$ cat config.mk
export PLATFORM = sky130hd
export DESIGN_NAME = input_hub
export DESIGN_NICKNAME = d
export VERILOG_FILES = /design/src/rtl/input_hub.sv
export SDC_FILE = /design/constraint.sdc
export NUM_CORES = 1
export LEC_CHECK = 0
export ABC_AREA = 1
export CAP_MARGIN = 10
export CORE_MARGIN = 2
export CORE_UTILIZATION = 46
export DETAILED_ROUTE_END_ITERATION = 8
export PLACE_DENSITY = 0.77
export SKIP_LAST_GASP = 1
export SYNTH_ARGS = -nofsm -noshare
export SYNTH_HDL_FRONTEND = slang
export SYNTH_SLANG_ARGS = --single-unit
$ cat constraint.sdc
create_clock -name clk -period 2.9 [get_ports clk]
set_input_delay 0.58 -clock clk [delete_from_list [all_inputs] [get_ports clk]]
set_output_delay 0.58 -clock clk [all_outputs]
set_load 0.03 [all_outputs]
$ cat src/rtl/input_hub.sv
// input_hub: gathers DS2 pad button state, remaps it to the 8-bit per-player
// layout, derives per-frame edges and a connection bitmap, and bursts them
// into data memory on each copy_start. Also raises a reset request when start
// is held for RESET_HOLD_FRAMES consecutive frames.

// Per-player sampling, snapshot and start-hold tracking.
module input_hub_pad #(
  parameter int RESET_HOLD_FRAMES = 4
) (
  input  logic       clk,
  input  logic       reset,
  input  logic [15:0] raw,
  input  logic       valid,
  input  logic       take,
  output logic [7:0] snap_next,
  output logic [7:0] snap,
  output logic [7:0] pressed,
  output logic [7:0] released,
  output logic       conn,
  output logic       hold_hit
);
  localparam logic [3:0] HOLD_MAX = 4'(RESET_HOLD_FRAMES);

  logic [7:0] cur, remap;
  logic       start_cur, seen;
  logic [3:0] hold, hold_next;
  logic       unused_raw;

  // Active-high console layout: {circle,triangle,cross,square,R,L,D,U}.
  assign remap      = ~{raw[2], raw[3], raw[1], raw[0], raw[10], raw[8], raw[9], raw[11]};
  assign unused_raw = ^{raw[15:13], raw[7:4]};

  // A pad that never reported this frame reads as fully released.
  assign snap_next = seen ? cur : 8'h00;
  assign hold_next = !(seen && start_cur) ? 4'd0 :
                     (hold == HOLD_MAX)   ? hold : hold + 4'd1;
  assign hold_hit  = take && (hold_next == HOLD_MAX) && (hold != HOLD_MAX);

  // Sampling: a fresh sample wins over the frame-boundary clear of seen.
  always_ff @(posedge clk or posedge reset) begin
    if (reset) begin
      cur       <= '0;
      start_cur <= 1'b0;
      seen      <= 1'b0;
    end else begin
      if (valid) begin
        cur       <= remap;
        start_cur <= ~raw[12];
      end
      if (valid)     seen <= 1'b1;
      else if (take) seen <= 1'b0;
    end
  end

  // Snapshot: snap doubles as the previous frame's state for edge detection.
  always_ff @(posedge clk or posedge reset) begin
    if (reset) begin
      snap     <= '0;
      pressed  <= '0;
      released <= '0;
      conn     <= 1'b0;
      hold     <= '0;
    end else if (take) begin
      snap     <= snap_next;
      pressed  <= snap_next & ~snap;
      released <= ~snap_next & snap;
      conn     <= seen;
      hold     <= hold_next;
    end
  end
endmodule

module input_hub #(
  parameter int PLAYER_COUNT      = 2,
  parameter int DATA_ADDR_WIDTH   = 13,
  parameter int BUTTON_ADDR       = 0,
  parameter int RESET_HOLD_FRAMES = 4
) (
  input  logic                       clk,
  input  logic                       reset,
  input  logic                       copy_start,
  input  logic [16*PLAYER_COUNT-1:0] pad_buttons,
  input  logic [PLAYER_COUNT-1:0]    pad_valid,
  output logic                       mem_dout_we,
  output logic [DATA_ADDR_WIDTH-1:0] mem_dout_addr,
  output logic [15:0]                mem_dout,
  output logic                       busy,
  output logic                       reset_req
);
  localparam int NWORDS = 3*PLAYER_COUNT + 1;
  localparam int IW     = $clog2(NWORDS + 1);
  localparam logic [IW-1:0]              LAST = IW'(NWORDS - 1);
  localparam logic [DATA_ADDR_WIDTH-1:0] BASE = DATA_ADDR_WIDTH'(BUTTON_ADDR);

  typedef enum logic {S_IDLE, S_WRITE} state_t;

  state_t state, state_n;
  logic [IW-1:0] idx, idx_n, nidx;
  logic          accept;

  logic [PLAYER_COUNT-1:0][15:0] raw_w;
  logic [PLAYER_COUNT-1:0][7:0]  snap_nx, snap, pressed, released;
  logic [PLAYER_COUNT-1:0]       conn, hold_hit;
  logic                          unused_snap;
  logic [15:0]                   word_sel;

  logic                       we_n, rr_n;
  logic [DATA_ADDR_WIDTH-1:0] addr_n;
  logic [15:0]                dout_n;

  assign raw_w       = pad_buttons;
  assign accept      = (state == S_IDLE) && copy_start;
  assign nidx        = idx + 1'b1;
  assign unused_snap = ^snap_nx;

  for (genvar p = 0; p < PLAYER_COUNT; p++) begin : g_pad
    input_hub_pad #(.RESET_HOLD_FRAMES(RESET_HOLD_FRAMES)) u_pad (
      .clk       (clk),
      .reset     (reset),
      .raw       (raw_w[p]),
      .valid     (pad_valid[p]),
      .take      (accept),
      .snap_next (snap_nx[p]),
      .snap      (snap[p]),
      .pressed   (pressed[p]),
      .released  (released[p]),
      .conn      (conn[p]),
      .hold_hit  (hold_hit[p])
    );
  end

  // Word to present next cycle: three words per player, then the bitmap.
  always_comb begin
    word_sel = '0;
    for (int p = 0; p < PLAYER_COUNT; p++) begin
      if (nidx == IW'(3*p))     word_sel = {8'h00, snap[p]};
      if (nidx == IW'(3*p + 1)) word_sel = {8'h00, pressed[p]};
      if (nidx == IW'(3*p + 2)) word_sel = {8'h00, released[p]};
    end
    if (nidx == IW'(3*PLAYER_COUNT)) word_sel = 16'(conn);
  end

  // State register: idx tracks the word currently on the outputs.
  always_ff @(posedge clk or posedge reset) begin
    if (reset) begin
      state <= S_IDLE;
      idx   <= '0;
    end else begin
      state <= state_n;
      idx   <= idx_n;
    end
  end

  // Next state: copy_start is only honoured while idle.
  always_comb begin
    state_n = state;
    idx_n   = idx;
    case (state)
      S_IDLE:  if (copy_start) begin state_n = S_WRITE; idx_n = '0; end
      S_WRITE: if (idx == LAST) state_n = S_IDLE;
               else             idx_n   = nidx;
      default: state_n = S_IDLE;
    endcase
  end

  // Output next-values: word 0 comes straight from the pads' snapshot inputs.
  always_comb begin
    we_n   = 1'b0;
    rr_n   = 1'b0;
    addr_n = mem_dout_addr;
    dout_n = mem_dout;
    case (state)
      S_IDLE: if (copy_start) begin
        we_n   = 1'b1;
        addr_n = BASE;
        dout_n = {8'h00, snap_nx[0]};
        rr_n   = |hold_hit;
      end
      S_WRITE: if (idx != LAST) begin
        we_n   = 1'b1;
        addr_n = BASE + DATA_ADDR_WIDTH'(nidx);
        dout_n = word_sel;
      end
      default: ;
    endcase
  end

  // Registered memory port and reset pulse.
  always_ff @(posedge clk or posedge reset) begin
    if (reset) begin
      mem_dout_we   <= 1'b0;
      mem_dout_addr <= '0;
      mem_dout      <= '0;
      reset_req     <= 1'b0;
    end else begin
      mem_dout_we   <= we_n;
      mem_dout_addr <= addr_n;
      mem_dout      <= dout_n;
      reset_req     <= rr_n;
    end
  end

  assign busy = mem_dout_we;
endmodule

Word-level counts from Yosys, hierarchy flattened
Cells that the tools add are included.
{"block": "op_classes", "addsub": 3, "n_eq_ne": 17, "mux": 32, "bitwise": 13, "reduce_logical": 13}
{"operator": "$mux W16", "count": 8}
{"operator": "$not A8 Y8", "count": 6}
{"operator": "$and A8 B8 Y8", "count": 4}
{"operator": "$pmux W16 S2", "count": 1}
{"operator": "$mux W13", "count": 2}
{"operator": "$pmux W13 S2", "count": 1}
{"operator": "$mux W8", "count": 3}
{"operator": "$eq A4 B3 Y1 const B", "count": 4}
{"operator": "$mux W4", "count": 4}
{"operator": "$eq A3 B3 Y1 const B", "count": 4}
{"operator": "$add A4 B1 Y4 const B", "count": 2}
{"operator": "$mux W1", "count": 8}
{"operator": "$ne A4 B3 Y1 const B", "count": 2}
{"operator": "$logic_and A1 B1 Y1", "count": 7}
{"operator": "$eq A3 B2 Y1 const B", "count": 2}
{"operator": "$mux W3", "count": 2}
{"operator": "$pmux W3 S2", "count": 1}
{"operator": "$ne A2 B2 Y1 const B", "count": 2}
{"operator": "$pmux W1 S2", "count": 2}
{"operator": "$reduce_and A2 Y1", "count": 2}
{"operator": "$reduce_bool A2 Y1", "count": 2}
{"operator": "$add A3 B1 Y3 const B", "count": 1}
{"operator": "$eq A3 B1 Y1 const B", "count": 1}
{"operator": "$logic_not A3 Y1", "count": 1}
{"operator": "4 further kinds", "count": 6}
{"block": "word_totals", "register_bits": 113, "input_bits": 37, "elab_cells": 100}

Logic depth before layout (Yosys ltp)
{"block": "depth", "word_depth": 11, "ltp_mapped": 13, "mapped_depth_nobuf": 13}

By module
A second synthesis with hierarchy kept.
{"block": "hier_totals", "hier_cells": 614, "area_unflattened_um2": 4807.1}
{"mod": "input_hub_pad", "n_inst": 2, "cells_each": 186, "area_each_um2": 1632.8, "seq_area_each_um2": 975.9}
{"mod": "input_hub", "n_inst": 1, "cells_each": 242, "area_each_um2": 1541.5, "seq_area_each_um2": 325.3}

Worst setup path before layout
No wires, ideal clock.
{"block": "synth_path", "path_kind": "reg2reg", "start": "register idx[0]", "end": "register mem_dout[2]", "setup_ps": 73, "t_arrival_ps": 1646, "required_ps": 2827, "slack_ps": 1181, "path_stages_with_launch": 11, "path_cell_list": "dfrtp_1 inv_1 ha_1 buf_2 nor2_1 nand3_1 nand3_1 nand3_1 nand3_1 nand2_1 a21oi_2"}
{"block": "synth_via", "elab_chain_cells": 11, "word_cells_on_any_way": 20, "classes_between": "1 x add/sub; 8 x eq/ne; 9 x mux; 2 x reduce/logical"}
{"item": "start, declared", "line_no": "98", "source": "logic [IW-1:0] idx, idx_n, nidx;"}
{"item": "start signal, assigned", "line_no": "150", "source": "idx <= idx_n;"}
{"item": "$add A3 B1 Y3", "line_no": "113", "source": "assign nidx = idx + 1'b1;"}
{"item": "$logic_not A3 Y1", "line_no": "136", "source": "if (nidx == IW'(3*p)) word_sel = {8'h00, snap[p]};"}
{"item": "$mux W8", "line_no": "136"}
{"item": "$mux W16", "line_no": "137", "source": "if (nidx == IW'(3*p + 1)) word_sel = {8'h00, pressed[p]};"}
{"item": "$mux W16", "line_no": "138", "source": "if (nidx == IW'(3*p + 2)) word_sel = {8'h00, released[p]};"}
{"item": "$mux W16", "line_no": "136"}
{"item": "$mux W16", "line_no": "137"}
{"item": "$mux W16", "line_no": "138"}
{"item": "$mux W16", "line_no": "140", "source": "if (nidx == IW'(3*PLAYER_COUNT)) word_sel = 16'(conn);"}
{"item": "$mux W16", "line_no": "179", "source": "S_WRITE: if (idx != LAST) begin"}
{"item": "$pmux W16 S2", "line_no": "172", "source": "case (state)"}
{"item": "end signal, assigned", "line_no": "198", "source": "mem_dout <= dout_n;"}
{"item": "end, declared", "line_no": "86", "source": "output logic [15:0] mem_dout,"}
Parallel ways exist; a longest one is shown, timed or not. The select of a mux whose other input is x is not followed.
A chain may end at the register's enable or synchronous reset.

Worst setup path after layout
{"block": "layout_path", "start": "register mem_dout_we, in the netlist busy", "end": "output busy"}
{"item": "start, declared", "line_no": "84", "source": "output logic mem_dout_we,"}
{"item": "start signal, assigned", "line_no": "196", "source": "mem_dout_we <= we_n;"}
{"item": "end, declared", "line_no": "87", "source": "output logic busy,"}
No word-level cell between the ends.

==> metrics.md <==
| Metric | Value |
|---|---|
| Die span in y | `104 microns` |
| Non-filler cells in the finished layout | `727` |
| Critical path depth | `1` |
| Antenna Diode Count | `0` |
| Share of layout cells above drive strength 1 | `6.57%` |
| Top delay family on crit path | `buffers and inverters` |
| GPL Wtd Cong | `0.817` |
| Final slew viol count | `0` |
| Crit path DAT | `1.68 ns` |
| Via count | `3718` |
| Ranking of synthesized cells by area | `dfrtp_1 50%, nand2_1 11%, o21ai_0 7.7%, inv_1 6.2%, nand3_1 4.7%` |
| Critical Path Sink | `busy` |
| Post-CTS setup buffers | `0` |
| Measured slew at the worst slew-check pin | `0.634 ns` |
| Die W | `104 microns` |
| CTS max path bufs | `2` |
| DR iter-0 viols | `223` |
| Clock skew | `0.00710 ns` |
| CP max FO | `8` |
| Post-synth EDFFs | `0` |
| Ys Warns | `0` |
| Avg Inst Size Synth | `8.18 sq um` |
| TritonRoute pass-1 iters | `6` |
| Final setup viols | `0` |
| Largest area contributor in the netlist | `dfrtp_1` |
| Dominant synthesized flop cell | `dfrtp_1` |
| Number of buffers added on ports | `36` |
| CP Buf/Inv Count | `1` |
| Setup crit end kind | `primary output` |
| Sequential area share after synthesis | `49.9%` |
| Num ports | `69` |
| CP peak stage delay | `0.74 ns` |
| # fillers | `890` |
| FF+latch count, synth | `91` |
| Crit path cell chain | `clkdlybuf4s50_1` |
| Outcome | `complete, no violations` |
| Area of the multi-input gates | `0.00179 sq mm` |
| WP data required | `2.32 ns` |
| Maximum clock rate | `0.443 GHz` |
| Most common cell in the netlist | `nand2_1` |
| Clock Latency Late Sink | `0.37 ns` |
| Largest net degree at the start of global routing | `64` |
| Max-cap viol count | `0` |
| Number of global-route vias before repair | `3596` |
| Critical Path Source | `busy$_DFF_PP0_` |
| Clk sinks | `91` |
| Antenna violations before repair | `0` |
| Setup TNS | `0 ns` |
| Static leakage | `2.55 nW` |
| Congestion Overflow GR | `0` |
| Flop2flop setup slack | `0.74 ns` |
| PwrDens | `1030 mW/mm^2` |
| Share of the synthesized area in the top cell type | `49.9%` |
| CP Launch Type | `flip-flop` |
| Overall Global Routing Usage | `19.5%` |
| Post-Syn Area | `0.00457 sq mm` |
| R2R cell count | `9` |
| # rows | `36` |
| Final worst path period need | `2.26 ns` |
| Initial core utilization | `47.1%` |
| First-pass GRT wire length | `17.0 mm` |
| Worst min path class | `flip-flop to flip-flop` |
| Vias per cell | `5.11` |
| Antenna Nets Post-Route | `0` |
| Nets | `635` |
| Die area | `0.0107 sq mm` |
| Root buffer cell | `clkbuf_8` |
| Core Region | `0.00968 sq mm` |
| Kind of critical path | `flip-flop to primary output` |
| Synth cell types | `32` |
| Mapped Cells | `558` |
| DRC viols | `0` |
| Syn-to-layout area delta | `13.4%` |
| Post-DP HPWL | `7.00 mm` |
| H-tree depth | `3` |
| Register area | `0.00228 sq mm` |
| Hold buffers post-CTS | `0` |
| TritonCTS buffer count | `9` |
| RR Endpoint | `mem_dout[1]$_DFFE_PP0P_` |
| Unrepaired setup endpoints after global routing | `false` |
| Worst slew margin | `57.7%` |
| R2r startpoint | `idx[0]$_DFFE_PP0P_` |
| TritonCTS clock tree | `built` |
| Resized Gates After CTS | `0` |
| Worst VDD drop | `0.000366 V` |
| Slowest stage cell, crit path | `clkdlybuf4s50_1` |
| Post-synth top cells | `136 x nand2_1, 91 x dfrtp_1, 75 x inv_1` |
| Async S/R FF share, synth | `100%` |
| Worst-path clk slew | `0.09 ns` |
| DP Cell Count | `711` |
| Ratio of final minimum period to clock period | `77.8%` |
| Post-Route WL | `10.1 mm` |
| WL/cell | `13.8 microns` |
| Fin. Hold Viols | `0` |
## through the flow
| step | worst slack, ns | hold slack, ns | cell area (sq um) | total power [W] | util [%] |
|---|---|---|---|---|---|
| finish | 0.643 | 0.461 | 5180 | 0.00531 | 53.5 |
| global route | 0.522 | 0.474 | 5180 | 0.00572 | 53.5 |
| CTS | 0.648 | 0.456 | 5180 | 0.00532 | 53.5 |
| detailed placement | 0.779 | 0.446 | 4970 | 0.00439 | 51.3 |
| global placement | 0.829 | 0.438 | 4970 | 0.00427 | 51.3 |
| floorplan | 1.18 | 0.435 | 4630 | 0.00374 | - |
## cells by family after synthesis
| group | Yosys count | synth area share, % |
|---|---|---|
| xor gates and xnor gates | 3 | 0.576 |
| buffers and inverters | 119 | 12.3 |
| DFF | 91 | 49.9 |
| and+or+nand+nor | 224 | 20.7 |
| adders and majority gates | 9 | 2.47 |
| other | 1 | 0.0821 |
| AOI/OAI and AO/OA | 111 | 14.0 |
## routing by layer
layer / wire length, microns / track usage [%] / share of wire, %
met1: 4340 / 25.2 / 43
met2: 4960 / 32.5 / 49
met3: 533 / 3.46 / 5.3
met4: 225 / 8.01 / 2.2
met5: 0 / 0 / 0
## state kept, by name, indices dropped and copies added, names as in the netlist
signal	flops
mem_dout	8
g_pad.u_pad.cur	16
reset_req	1
g_pad.u_pad.seen	2
g_pad.u_pad.conn	2
g_pad.u_pad.start_cur	2
g_pad.u_pad.hold	8
g_pad.u_pad.released	16
g_pad.u_pad.pressed	16
g_pad.u_pad.snap	16
busy	1
idx	3
## cell type report
type                    count  area share, %
repair buffers             42           8.31
flip-flops and latches     91           44.0
clock buffers              11           2.54
inverters                  80           5.87
well taps                 133           3.21
multi-input cells         365           34.6
clock inverters             5           1.50
## placed cells by master (no fill, tap or decap), drive strengths merged
cell type      synthesis  routed
clkbuf                 5      11
xor2                   1       1
or2                    5       5
a21oi                 10      10
nor2                  30      30
a22oi                  1       1
bufinv                 0       2
clkdlybuf4s50          0      36
o22ai                  9       9
clkinv                 2       4
inv                   78      77
clkinvlp               0       2
nand3                 43      43
o21bai                 1       1
ha                     9       9
o21ai                 73      73
buf                   34       6
nand3b                 2       2
a31oi                  1       1
xnor2                  2       2
dfrtp                 91      91
conb                   1      18
o31ai                 15      15
nand4                  1       1
a211oi                 1       1
nand2                143     143
## where the power goes
part | switching, W | internal (W) | total, W | leakage [nW]
combinational | 0.00153 | 0.000821 | 0.00235 | 1.29
clock | 0.000451 | 0.000484 | 0.000935 | 0.103
sequential | 0.000307 | 0.00172 | 0.00203 | 1.16
## worst register-to-register path: cells and delay by family (launching register included)
family | cells | cell delay (ns)
AND/OR/NAND/NOR | 5 | 0.61
adder cells (fa/ha/maj) | 1 | 0.57
flip-flops | 1 | 0.46
AO/OA/AOI/OAI | 1 | 0.24
buffers and inverters | 2 | 0.18
## worst min path at each step
stage	startpoint	endpoint	slack, ns	depth (start not counted)
final	g_pad[0].u_pad.snap[7]$_DFFE_PP0P_	g_pad[0].u_pad.pressed[7]$_DFFE_PP0P_	0.46	1
after global routing	g_pad[0].u_pad.snap[7]$_DFFE_PP0P_	g_pad[0].u_pad.pressed[7]$_DFFE_PP0P_	0.47	1
after CTS	g_pad[0].u_pad.snap[7]$_DFFE_PP0P_	g_pad[0].u_pad.pressed[7]$_DFFE_PP0P_	0.46	1
after global placement	g_pad[0].u_pad.snap[4]$_DFFE_PP0P_	g_pad[0].u_pad.pressed[4]$_DFFE_PP0P_	0.44	1
after floorplan	g_pad[0].u_pad.snap[7]$_DFFE_PP0P_	g_pad[0].u_pad.pressed[7]$_DFFE_PP0P_	0.44	1
after detailed placement	g_pad[0].u_pad.snap[7]$_DFFE_PP0P_	g_pad[0].u_pad.pressed[7]$_DFFE_PP0P_	0.45	1
No activity file was read; power rests on OpenSTA's default activity.
